### config.mk
export PLATFORM = sky130hd
export DESIGN_NAME = sprite_blit_ctrl_flat
export DESIGN_NICKNAME = d
export VERILOG_FILES = /design/src/rtl/sprite_blit_ctrl_pkg.sv /design/src/rtl/sprite_blit_ctrl_if.sv /design/src/rtl/sprite_blit_ctrl_addr_gen.sv /design/src/rtl/sprite_blit_ctrl.sv /design/src/flat_wrapper.sv
export SDC_FILE = /design/constraint.sdc
export NUM_CORES = 1
export LEC_CHECK = 0
export CORE_MARGIN = 5
export CORE_UTILIZATION = 45
export DETAILED_ROUTE_END_ITERATION = 7
export GPL_TIMING_DRIVEN = 0
export MAX_ROUTING_LAYER = met4
export PLACE_DENSITY = 0.71
export SLEW_MARGIN = 30
export SYNTH_ARGS = -nofsm -noshare
export SYNTH_HDL_FRONTEND = slang
export SYNTH_SLANG_ARGS = --single-unit
### constraint.sdc
create_clock -name clk -period 5.78 [get_ports clk]
set_input_delay 0.867 -clock clk [delete_from_list [all_inputs] [get_ports clk]]
set_output_delay 0.867 -clock clk [all_outputs]
set_load 0.01 [all_outputs]
### src/rtl/sprite_blit_ctrl_pkg.sv
// Shared types and constants for the sprite blitter: FSM states, command field widths
// and a counter-width helper.
package sprite_blit_ctrl_pkg;

  localparam int unsigned CMD_X_W = 10;
  localparam int unsigned CMD_Y_W = 9;

  typedef enum logic [1:0] {
    ST_IDLE = 2'd0,
    ST_COPY = 2'd1,
    ST_DONE = 2'd2
  } blit_state_e;

  function automatic int unsigned cnt_w(input int unsigned n);
    return (n > 1) ? $clog2(n) : 1;
  endfunction

endpackage

### src/rtl/sprite_blit_ctrl_if.sv
// Blit command port: screen position plus sprite id over a valid/ready handshake.
interface sprite_blit_ctrl_if
  import sprite_blit_ctrl_pkg::*;
#(
  parameter int unsigned ID_W = 6
);
  logic               cmd_valid;
  logic               cmd_ready;
  logic [CMD_X_W-1:0] cmd_x;
  logic [CMD_Y_W-1:0] cmd_y;
  logic [ID_W-1:0]    cmd_id;

  modport master (output cmd_valid, cmd_x, cmd_y, cmd_id, input cmd_ready);
  modport slave  (input cmd_valid, cmd_x, cmd_y, cmd_id, output cmd_ready);
endinterface

### src/rtl/sprite_blit_ctrl_addr_gen.sv
// Fetch/commit counter pair for one sprite, registered ROM address, and framebuffer
// address/clip arithmetic for the pixel currently being committed.
module sprite_blit_ctrl_addr_gen
  import sprite_blit_ctrl_pkg::*;
#(
  parameter int unsigned SCREEN_W = 640,
  parameter int unsigned SCREEN_H = 480,
  parameter int unsigned SPRITE_W = 32,
  parameter int unsigned SPRITE_H = 48,
  parameter int unsigned ID_W     = 6,
  parameter int unsigned FB_AW    = 20,
  parameter int unsigned ROM_AW   = 17
) (
  input  logic               clk,
  input  logic               rst_n,
  input  logic               load_i,
  input  logic [CMD_X_W-1:0] cmd_x_i,
  input  logic [CMD_Y_W-1:0] cmd_y_i,
  input  logic [ID_W-1:0]    cmd_id_i,
  input  logic               fetch_adv_i,
  input  logic               commit_adv_i,
  input  logic               replay_i,
  output logic [ROM_AW-1:0]  rom_addr_o,
  output logic [FB_AW-1:0]   fb_addr_o,
  output logic               clip_o,
  output logic               fetch_exh_o,
  output logic               commit_last_o
);

  localparam int unsigned XW         = cnt_w(SPRITE_W);
  localparam int unsigned YW         = cnt_w(SPRITE_H + 1);
  localparam int unsigned SPRITE_PIX = SPRITE_W * SPRITE_H;

  logic [CMD_X_W-1:0] x_q, x_d;
  logic [CMD_Y_W-1:0] y_q, y_d;
  logic [ID_W-1:0]    id_q, id_d;
  logic [XW-1:0]      fx_q, fx_d, cx_q, cx_d;
  logic [YW-1:0]      fy_q, fy_d, cy_q, cy_d;
  logic [ROM_AW-1:0]  rom_addr_q, rom_addr_d;
  logic [31:0]        px, py;

  always_ff @(posedge clk or negedge rst_n) begin
    if (!rst_n) begin
      x_q        <= '0;
      y_q        <= '0;
      id_q       <= '0;
      fx_q       <= '0;
      fy_q       <= '0;
      cx_q       <= '0;
      cy_q       <= '0;
      rom_addr_q <= '0;
    end else begin
      x_q        <= x_d;
      y_q        <= y_d;
      id_q       <= id_d;
      fx_q       <= fx_d;
      fy_q       <= fy_d;
      cx_q       <= cx_d;
      cy_q       <= cy_d;
      rom_addr_q <= rom_addr_d;
    end
  end

  always_comb begin
    x_d  = x_q;
    y_d  = y_q;
    id_d = id_q;
    fx_d = fx_q;
    fy_d = fy_q;
    cx_d = cx_q;
    cy_d = cy_q;
    if (load_i) begin
      x_d  = cmd_x_i;
      y_d  = cmd_y_i;
      id_d = cmd_id_i;
      fx_d = '0;
      fy_d = '0;
      cx_d = '0;
      cy_d = '0;
    end else begin
      if (commit_adv_i) begin
        if (cx_q == XW'(SPRITE_W - 1)) begin
          cx_d = '0;
          cy_d = cy_q + YW'(1);
        end else begin
          cx_d = cx_q + XW'(1);
        end
      end
      // A pixel fetched but not committed (window closed) is fetched again from the commit point.
      if (replay_i) begin
        fx_d = cx_q;
        fy_d = cy_q;
      end else if (fetch_adv_i) begin
        if (fx_q == XW'(SPRITE_W - 1)) begin
          fx_d = '0;
          fy_d = fy_q + YW'(1);
        end else begin
          fx_d = fx_q + XW'(1);
        end
      end
    end
    // ROM address is registered from next-state counters so it is valid the cycle after a load.
    rom_addr_d = ROM_AW'(32'(id_d) * SPRITE_PIX + 32'(fy_d) * SPRITE_W + 32'(fx_d));
  end

  always_comb begin
    px            = 32'(x_q) + 32'(cx_q);
    py            = 32'(y_q) + 32'(cy_q);
    clip_o        = (px >= SCREEN_W) || (py >= SCREEN_H);
    fb_addr_o     = FB_AW'(py * SCREEN_W + px);
    rom_addr_o    = rom_addr_q;
    fetch_exh_o   = (fy_q == YW'(SPRITE_H));
    commit_last_o = (cx_q == XW'(SPRITE_W - 1)) && (cy_q == YW'(SPRITE_H - 1));
  end

endmodule

### src/rtl/sprite_blit_ctrl.sv
// Sprite blitter top: command handshake, IDLE/COPY/DONE sequencing and framebuffer
// write gating against the scanout write window.
module sprite_blit_ctrl
  import sprite_blit_ctrl_pkg::*;
#(
  parameter int unsigned SCREEN_W    = 640,
  parameter int unsigned SCREEN_H    = 480,
  parameter int unsigned SPRITE_W    = 32,
  parameter int unsigned SPRITE_H    = 48,
  parameter int unsigned ID_W        = 6,
  parameter int unsigned FB_AW       = 20,
  parameter int unsigned ROM_AW      = 17,
  parameter int unsigned PIX_W       = 9,
  parameter int unsigned TRANSPARENT = 0
) (
  input  logic                clk,
  input  logic                reset,
  sprite_blit_ctrl_if.slave   cmd,
  input  logic                write_window,
  output logic [ROM_AW-1:0]   rom_addr,
  input  logic [PIX_W-1:0]    rom_data,
  output logic [FB_AW-1:0]    fb_addr,
  output logic [PIX_W-1:0]    fb_data,
  output logic                fb_wEn,
  output logic                busy,
  output logic                done
);

  blit_state_e       state_q, state_d;
  logic              armed_q;
  logic              p_valid_q, p_valid_d;
  logic              ready;
  logic              accept;
  logic              in_copy;
  logic              commit_fire;
  logic              fetch_adv;
  logic              replay;
  logic              fetch_exh;
  logic              commit_last;
  logic              clip;
  logic [FB_AW-1:0]  pix_addr;

  sprite_blit_ctrl_addr_gen #(
    .SCREEN_W (SCREEN_W),
    .SCREEN_H (SCREEN_H),
    .SPRITE_W (SPRITE_W),
    .SPRITE_H (SPRITE_H),
    .ID_W     (ID_W),
    .FB_AW    (FB_AW),
    .ROM_AW   (ROM_AW)
  ) u_addr_gen (
    .clk           (clk),
    .rst_n         (reset),
    .load_i        (accept),
    .cmd_x_i       (cmd.cmd_x),
    .cmd_y_i       (cmd.cmd_y),
    .cmd_id_i      (cmd.cmd_id),
    .fetch_adv_i   (fetch_adv),
    .commit_adv_i  (commit_fire),
    .replay_i      (replay),
    .rom_addr_o    (rom_addr),
    .fb_addr_o     (pix_addr),
    .clip_o        (clip),
    .fetch_exh_o   (fetch_exh),
    .commit_last_o (commit_last)
  );

  // armed_q keeps cmd_ready low while reset is held and until the first edge after release.
  always_ff @(posedge clk or negedge reset) begin
    if (!reset) begin
      state_q   <= ST_IDLE;
      armed_q   <= 1'b0;
      p_valid_q <= 1'b0;
    end else begin
      state_q   <= state_d;
      armed_q   <= 1'b1;
      p_valid_q <= p_valid_d;
    end
  end

  always_comb begin
    in_copy     = (state_q == ST_COPY);
    accept      = cmd.cmd_valid && ready;
    commit_fire = in_copy && p_valid_q && write_window;
    fetch_adv   = in_copy && write_window && !fetch_exh;
    replay      = in_copy && p_valid_q && !write_window;
    p_valid_d   = in_copy && write_window && !fetch_exh;
    state_d     = state_q;
    unique case (state_q)
      ST_IDLE: if (accept) state_d = ST_COPY;
      ST_COPY: if (commit_fire && commit_last) state_d = ST_DONE;
      ST_DONE: state_d = accept ? ST_COPY : ST_IDLE;
      default: state_d = ST_IDLE;
    endcase
  end

  always_comb begin
    ready         = armed_q && ((state_q == ST_IDLE) || (state_q == ST_DONE));
    cmd.cmd_ready = ready;
    busy          = (state_q == ST_COPY);
    done          = (state_q == ST_DONE);
    fb_wEn        = commit_fire && (rom_data != PIX_W'(TRANSPARENT)) && !clip;
    fb_addr       = fb_wEn ? pix_addr : '0;
    fb_data       = fb_wEn ? rom_data : '0;
  end

endmodule

### src/flat_wrapper.sv
// flat-port wrapper written by rule: the top's interface ports become plain ports
module sprite_blit_ctrl_flat import sprite_blit_ctrl_pkg::*;
#(
  parameter int unsigned SCREEN_W    = 640,
  parameter int unsigned SCREEN_H    = 480,
  parameter int unsigned SPRITE_W    = 32,
  parameter int unsigned SPRITE_H    = 48,
  parameter int unsigned ID_W        = 6,
  parameter int unsigned FB_AW       = 20,
  parameter int unsigned ROM_AW      = 17,
  parameter int unsigned PIX_W       = 9,
  parameter int unsigned TRANSPARENT = 0
)
  (clk, reset, write_window, rom_addr, rom_data, fb_addr, fb_data, fb_wEn, busy, done, cmd_cmd_valid, cmd_cmd_x, cmd_cmd_y, cmd_cmd_id, cmd_cmd_ready);
  sprite_blit_ctrl_if #(.ID_W(ID_W)) cmd_i ();
  input  logic clk;
  input  logic reset;
  input  logic write_window;
  output logic [ROM_AW-1:0] rom_addr;
  input  logic [PIX_W-1:0] rom_data;
  output logic [FB_AW-1:0] fb_addr;
  output logic [PIX_W-1:0] fb_data;
  output logic fb_wEn;
  output logic busy;
  output logic done;
  input wire logic [$bits(cmd_i.cmd_valid)-1:0] cmd_cmd_valid;
  input wire logic [$bits(cmd_i.cmd_x)-1:0] cmd_cmd_x;
  input wire logic [$bits(cmd_i.cmd_y)-1:0] cmd_cmd_y;
  input wire logic [$bits(cmd_i.cmd_id)-1:0] cmd_cmd_id;
  output wire logic [$bits(cmd_i.cmd_ready)-1:0] cmd_cmd_ready;
  assign cmd_i.cmd_valid = cmd_cmd_valid;
  assign cmd_i.cmd_x = cmd_cmd_x;
  assign cmd_i.cmd_y = cmd_cmd_y;
  assign cmd_i.cmd_id = cmd_cmd_id;
  assign cmd_cmd_ready = cmd_i.cmd_ready;
  sprite_blit_ctrl #(.SCREEN_W(SCREEN_W), .SCREEN_H(SCREEN_H), .SPRITE_W(SPRITE_W), .SPRITE_H(SPRITE_H), .ID_W(ID_W), .FB_AW(FB_AW), .ROM_AW(ROM_AW), .PIX_W(PIX_W), .TRANSPARENT(TRANSPARENT)) u_core (.clk(clk), .reset(reset), .cmd(cmd_i), .write_window(write_window), .rom_addr(rom_addr), .rom_data(rom_data), .fb_addr(fb_addr), .fb_data(fb_data), .fb_wEn(fb_wEn), .busy(busy), .done(done));
endmodule
==> impl_metrics.py, run 1 <==
metrics = {
    "power": {
        "power_density_nw_per_um2": 199,
        "power.net_switching_mw": 0.352,
        "power_mw": 1.16,
        "combPwrFrac_pct": 24.8,
        "switching_share_pct": 30.4,
        "power.internal_mw": 0.806,
        "ir_worst_vdd_v": 0.000190,
        "leakage_nw": 2.91,
        "clock_power_share_pct": 31.6,
        "p_seq_share_pct": 43.5,
    },
    "logic_synthesis": {
        "synth_warnings": 0,
        "synth_nets": 605,
        "synthTopCellsByCount": "nand2_1, nor2_1, dfrtp_1, ha_1, inv_1",
        "synth-seq-cells": 59,
        "syn_area_um2": 4450,
        "synth_cells": 515,
        "synth_top_area_share_pct": 33.2,
        "synth_ff_type": "dfrtp_1",
        "synth-edff-count": 0,
        "yosysUniqueCellTypes": 56,
        "yosysTopAreaCell": "dfrtp_1",
        "syn_area_per_cell_um2": 8.64,
        "synth.area.top_cells": "dfrtp_1, ha_1, nand2_1",
        "ys_seq_area_share_pct": 33.2,
        "synth.most_common_cell": "nand2_1",
        "async_flop_share_pct": 100,
    },
    "drt": {
        "drt-pass1-iter-count": 4,
        "dr.first_iter.drc_count": 187,
        "drc_errors": 0,
        "vias": 3878,
        "wl_per_cell_um": 14.1,
        "final_antenna_net_count": 0,
        "viasPerCell": 5.13,
        "finalWirelength_mm": 10.6,
    },
    "setup_path": {
        "cp-start-kind": "flip-flop",
        "required_ns": 4.91,
        "crit_chain": "ha_1, inv_1, fa_1, nor2b_1, o31a_1, o21a_1, or3_1, and2_1, ha_1, ha_1, a21o_1, o21bai_2, xor2_1, buf_4, nand3b_1, xor2_1, nor2_1, clkdlybuf4s50_1",
        "worst_r2r_path_depth": 16,
        "cp_max_fo": 5,
        "worstReg2RegStart": "u_core.u_addr_gen.rom_addr_o[5]",
        "slowest_stage": "clkdlybuf4s50_1",
        "timing.critical_path.mode_cell": "ha_1",
        "cp-end-kind": "primary output",
        "cpPeakStageDelay_ns": 0.53,
        "r2r_end": "u_core.u_addr_gen.rom_addr_o[15]",
        "arrival_ns": 4.59,
        "critical_path_class": "flip-flop to primary output",
        "regToRegSetupSlack_ns": 2.28,
    },
    "sta": {
        "worstMarginPinSlew_ns": 0.549,
        "rsz0062_at_grt": "false",
        "setup_tns_ns": 0,
        "clock.fmax_mhz": 183,
        "relSlewSlack_pct": 63.4,
        "min_period_ns": 5.46,
        "clock_skew_ns": 0.00679,
        "setup_viol": 0,
        "final-hold-violation-count": 0,
        "drv_slew": 0,
        "finalCritPeriodShare_pct": 94.5,
    },
    "clock_tree": {
        "htreeDepth": 3,
        "path_clk_slew_ns": 0.07,
        "cts_tree": "yes",
        "cts_made_buffers": 9,
        "cts.path.max_buffers": 2,
        "clk_latency_ns": 0.34,
        "clock-sinks": 59,
        "root_buffer": "clkbuf_8",
    },
    "placement": {
        "dp_hpwl_mm": 8.38,
        "dp_cells": 736,
        "port_buffers": 87,
        "gp_congestion": 0.871,
    },
    "cells_and_area": {
        "syn2layout_area_growth_pct": 30.6,
        "antenna_cells": 0,
        "finalNonFillerCells": 756,
        "fillCellCount": 880,
        "nets": 708,
        "drive_above_1_share_pct": 9.15,
    },
    "global_route": {
        "grt_pass1_wl_mm": 17.5,
        "grt_util_all_layers_pct": 18.9,
        "grt_max_degree": 51,
        "antenna_found_initial": 0,
        "overflow": 0,
        "grt_pass1_vias": 3829,
    },
    "floorplan": {
        "start_util_pct": 45.7,
        "io_pins": 88,
        "die_h_um": 109,
        "floorplan.rows": 36,
        "coreArea_um2": 9730,
        "die-area_um2": 12000,
        "die_w_um": 109,
    },
    "status": {
        "status": "complete, no violations",
    },
    "job": {
        "maxCapViolCount": 0,
    },
    "worst_hold_path": {
        "min_path_type": "input pin to async pin",
    },
}
## how the worst max path moves through the flow
stage                  endpoint  slack (ns)                 startpoint
floorplan           fb_addr[19]        1.08  u_core.u_addr_gen.cy_q[0]
detailed placement  fb_addr[18]        0.24  u_core.u_addr_gen.cy_q[2]
global placement    fb_addr[18]        0.37  u_core.u_addr_gen.cy_q[1]
finish              fb_addr[16]        0.32  u_core.u_addr_gen.cy_q[0]
global route        fb_addr[16]        0.07  u_core.u_addr_gen.cy_q[2]
CTS                 fb_addr[18]        0.02  u_core.u_addr_gen.cy_q[2]
## what timing repair did
| action | CTS | global route |
|---|---|---|
| gates resized for setup | 3 | 15 |
| setup buffers | 0 | 4 |
| pin swaps | 1 | 5 |
| hold buffers | 0 | 0 |
| setup endpoints to repair | 1 | 5 |
## layout make-up
cell class	instances	area (µm²)	area share, %
repair buffers	92	933	16.1
flip-flops and latches	59	1480	25.4
inverters	35	131	2.26
plain buffers	19	100	1.72
clock inverters	7	68.8	1.18
clock buffers	9	124	2.13
multi-input cells	402	2810	48.3
well taps	133	166	2.86
## cells by family (layout without fill, tap and decap cells)
family / Yosys count / count (layout) / synth area share (%)
AO/OA/AOI/OAI: 90 / 90 / 13.9
XOR/XNOR: 46 / 46 / 9.22
adder cells (fa/ha/maj): 52 / 52 / 15.6
buffers and inverters: 54 / 162 / 5.20
flip-flops: 59 / 59 / 33.2
multiplexers: 7 / 7 / 1.60
other: 1 / 1 / 0.0843
AND/OR/NAND/NOR: 206 / 206 / 21.2
## power by group through the flow
stage	registers [mW]	logic, mW	clock network, mW
after global routing	0.508	0.323	0.395
after floorplan	0.500	0.155	0
after detailed placement	0.509	0.287	0
after global placement	0.506	0.279	0
after CTS	0.502	0.291	0.373
final	0.504	0.288	0.366
## registers in the layout, indices dropped and copies added, names as in the netlist
name,flops
u_core.u_addr_gen.id_q,6
u_core.u_addr_gen.y_q,9
u_core.u_addr_gen.x_q,10
u_core.state_q,2
u_core.armed_q,1
u_core.u_addr_gen.cx_q,5
u_core.u_addr_gen.rom_addr_o,17
u_core.u_addr_gen.fy_q,2
u_core.p_valid_q,1
u_core.u_addr_gen.cy_q,6
## worst max-delay path: cells and delay by family (launching register included)
family	cells	cell delay, ns
adder cells (fa/ha/maj)	4	0.95
AO/OA/AOI/OAI	4	0.88
XOR/XNOR	2	0.46
flip-flops	1	0.45
buffers and inverters	3	0.78
AND/OR/NAND/NOR	5	0.75
## metrics by stage
step	util (%)	cell area [µm²]	worst slack (ns)	hold slack (ns)
global route	59.7	5810	0.0741	0.357
global placement	56.4	5490	0.375	0.477
CTS	58.8	5720	0.0221	0.357
finish	59.7	5810	0.320	0.361
detailed placement	56.6	5510	0.237	0.478
floorplan	-	4450	1.08	0.452
## cell usage in the layout, fill, tap and decap left out, drive strengths merged, types with 4 or more instances in the layout
master | netlist | layout
clkdlybuf4s50 | 0 | 83
nand2 | 80 | 80
nor2 | 64 | 64
dfrtp | 59 | 59
ha | 46 | 46
inv | 35 | 35
xor2 | 25 | 25
o21ai | 21 | 21
xnor2 | 21 | 21
a21oi | 21 | 21
a211oi | 17 | 17
buf | 11 | 17
clkbuf | 8 | 17
nand4 | 9 | 9
a21o | 9 | 9
nor3 | 9 | 9
nor2b | 8 | 8
and3 | 7 | 7
mux2i | 6 | 6
nand3 | 6 | 6
fa | 6 | 6
nand3b | 4 | 4
nor3b | 4 | 4
clkinv | 0 | 4
## metal layers
layer,routed length [µm],vias up,part of all wire [%],global-route usage (%)
met2,5220,82,49,31.3
li1,-,1956,-,-
met4,93,0,0.87,4.10
met3,654,7,6.1,4.82
met1,4670,1833,44,23.3
met5,0,-,0,-
(Power assumes the default switching activity.)
==> run 2, diff against run 1 <==
--- a/config.mk
+++ b/config.mk
@@ -7,6 +7,7 @@
 export LEC_CHECK = 0
 export CORE_MARGIN = 5
 export CORE_UTILIZATION = 45
+export CTS_BUF_LIST = sky130_fd_sc_hd__clkbuf_16
 export DETAILED_ROUTE_END_ITERATION = 7
 export GPL_TIMING_DRIVEN = 0
 export MAX_ROUTING_LAYER = met4
==> run 2 against run 1 <==
Global-route usage grew 0.30 points; core utilization grew 0.99 points; count of clock-buffer cells in the layout is the same; register-to-register slack lost 0.07 ns; maximum frequency is essentially flat; die area is the same; sequential share of layout area shrank 0.44 points; via count grew 1.1%; clock power grew 42%; critical endpoint unchanged.
==> impl_metrics.py, run 2 (synthesis results as in run 1) <==
metrics = {
    "sta": {
        "min_period_ns": 5.46,
        "final-hold-violation-count": 0,
        "finalCritPeriodShare_pct": 94.5,
        "clock_skew_ns": 0.00584,
        "drv_slew": 0,
        "worstMarginPinSlew_ns": 0.576,
        "holdWs_ns": 0.373,
        "setup_viol": 0,
        "clock.fmax_mhz": 183,
        "relSlewSlack_pct": 61.6,
    },
    "setup_path": {
        "critical_path_class": "flip-flop to primary output",
        "cp-endpoint": "fb_addr[16]",
        "arrival_ns": 4.60,
        "cp-end-kind": "primary output",
        "crit_chain": "ha_1, inv_1, fa_1, nor2b_1, o21ai_0, a21oi_1, ha_1, fa_1, a21o_1, a21oi_1, xnor2_1, nand4_1, buf_4, nand3b_1, xor2_1, nor2_1, clkdlybuf4s50_1",
        "regToRegSetupSlack_ns": 2.21,
        "r2r_end": "u_core.u_addr_gen.rom_addr_o[15]",
        "cpPeakStageDelay_ns": 0.53,
        "slowest_stage": "clkdlybuf4s50_1",
        "required_ns": 4.91,
        "cp_max_fo": 5,
        "cp-start-kind": "flip-flop",
        "crit_start": "u_core.u_addr_gen.cy_q[0]",
        "worst_r2r_path_depth": 16,
        "worstReg2RegStart": "u_core.u_addr_gen.rom_addr_o[5]",
    },
    "drt": {
        "finalWirelength_mm": 10.8,
        "vias": 3920,
        "top_layer": "met4",
        "drt-pass1-iter-count": 4,
        "final_antenna_net_count": 0,
        "route.met2.wl_mm": 5.26,
        "viasPerCell": 5.19,
        "wl_per_cell_um": 14.3,
        "drc_errors": 0,
        "met3_length_um": 714,
        "dr.first_iter.drc_count": 215,
        "wl_met1_mm": 4.66,
    },
    "status": {
        "status": "complete, no violations",
    },
    "placement": {
        "gp_congestion": 0.871,
        "port_buffers": 87,
        "dp_cells": 736,
        "dp_hpwl_mm": 8.38,
    },
    "cells_and_area": {
        "nets": 708,
        "drive_above_1_share_pct": 8.83,
        "fillCellCount": 863,
        "final_common_cell": "clkdlybuf4s50_1",
        "final_cell_mix": "clkdlybuf4s50_1, nand2_1, nor2_1, dfrtp_1, ha_1",
        "largest_register_ffs": 17,
        "syn2layout_area_growth_pct": 32.8,
        "finalNonFillerCells": 756,
        "antenna_cells": 0,
    },
    "power": {
        "ir_worst_vdd_v": 0.000193,
        "power.net_switching_mw": 0.373,
        "combPwrFrac_pct": 22.1,
        "power.internal_mw": 0.941,
        "leakage_nw": 2.95,
        "clock_power_share_pct": 39.5,
        "power_density_nw_per_um2": 222,
        "p_seq_share_pct": 38.4,
        "switching_share_pct": 28.4,
    },
    "clock_tree": {
        "cts_made_buffers": 9,
        "clk_latency_ns": 0.33,
        "path_clk_slew_ns": 0.05,
        "root_buffer": "clkbuf_16",
        "cts_tree": "yes",
        "clock-sinks": 59,
        "cts.path.max_buffers": 2,
        "htreeDepth": 3,
    },
    "global_route": {
        "grt_util_all_layers_pct": 19.2,
        "overflow": 0,
        "grt_pass1_vias": 3833,
        "grt_max_degree": 51,
        "antenna_found_initial": 0,
        "grt_pass1_wl_mm": 17.7,
    },
    "floorplan": {
        "io_pins": 88,
        "die_h_um": 109,
        "die_w_um": 109,
        "die-area_um2": 12000,
        "coreArea_um2": 9730,
        "start_util_pct": 45.7,
        "floorplan.rows": 36,
    },
    "worst_hold_path": {
        "min_path_type": "input pin to async pin",
    },
    "job": {
        "maxCapViolCount": 0,
    },
}
## run 2: metal layers
layer | vias up | track usage, %
li1 | 1962 | -
met3 | 17 | 3.99
met5 | - | -
met4 | 0 | 5.88
met2 | 106 | 31.7
met1 | 1835 | 23.6
## run 2: final cells by class
class | count | area (µm²) | share of cell area [%]
Inverter | 35 | 131 | 2.22
Buffer | 19 | 100 | 1.69
Multi-Input combinational cell | 402 | 2810 | 47.5
Tap cell | 133 | 166 | 2.82
Clock inverter | 7 | 68.8 | 1.16
Sequential cell | 59 | 1480 | 25.0
Timing Repair Buffer | 92 | 933 | 15.8
Clock buffer | 9 | 225 | 3.81
## run 2: per-stage QoR
step	instance area [µm²]	TNS [ns]	setup slack, ns	power (mW)	util, %
4_1_cts	5820	0	0.0154	1.32	59.8
5_1_grt	5910	-0.0158	-0.0158	1.38	60.7
3_3_place_gp	5490	0	0.375	0.785	56.4
6_report	5910	0	0.318	1.31	60.7
2_1_floorplan	4450	0	1.08	0.654	-
3_5_place_dp	5510	0	0.237	0.796	56.6
## run 2: how the worst min path moves through the flow
stage	cells after the start	endpoint	startpoint	slack, ns
final	1	u_core.u_addr_gen.x_q[6]	reset	0.37
after global placement	2	u_core.u_addr_gen.y_q[5]	u_core.u_addr_gen.y_q[5]	0.48
after detailed placement	2	u_core.u_addr_gen.x_q[2]	u_core.u_addr_gen.x_q[2]	0.48
after global routing	1	u_core.u_addr_gen.x_q[6]	reset	0.38
after CTS	1	u_core.u_addr_gen.x_q[6]	reset	0.37
after floorplan	2	u_core.u_addr_gen.x_q[0]	u_core.u_addr_gen.x_q[0]	0.45
## run 2: power by group through the flow
| stage | logic [mW] | registers (mW) | clock network [mW] |
|---|---|---|---|
| floorplan | 0.155 | 0.500 | 0 |
| detailed placement | 0.287 | 0.509 | 0 |
| CTS | 0.293 | 0.504 | 0.528 |
| global placement | 0.279 | 0.506 | 0 |
| finish | 0.291 | 0.505 | 0.519 |
| global route | 0.324 | 0.510 | 0.547 |
## run 2: worst max-delay path: cells and delay by family, from the launching register on
family	cells	cell delay [ns]
flops	1	0.41
simple gates	4	0.56
xor+xnor	2	0.33
fa+ha+maj	4	1.41
compound gates	4	0.77
buf+inv	3	0.78
## run 2: what timing repair did
| item | CTS | global route |
|---|---|---|
| resized for setup | 3 | 13 |
| buffers inserted | 0 | 4 |
| pin swaps | 1 | 5 |
| endpoints found under the hold margin | 0 | 0 |
| hold buffers | 0 | 0 |
| endpoints found under the setup margin | 2 | 5 |
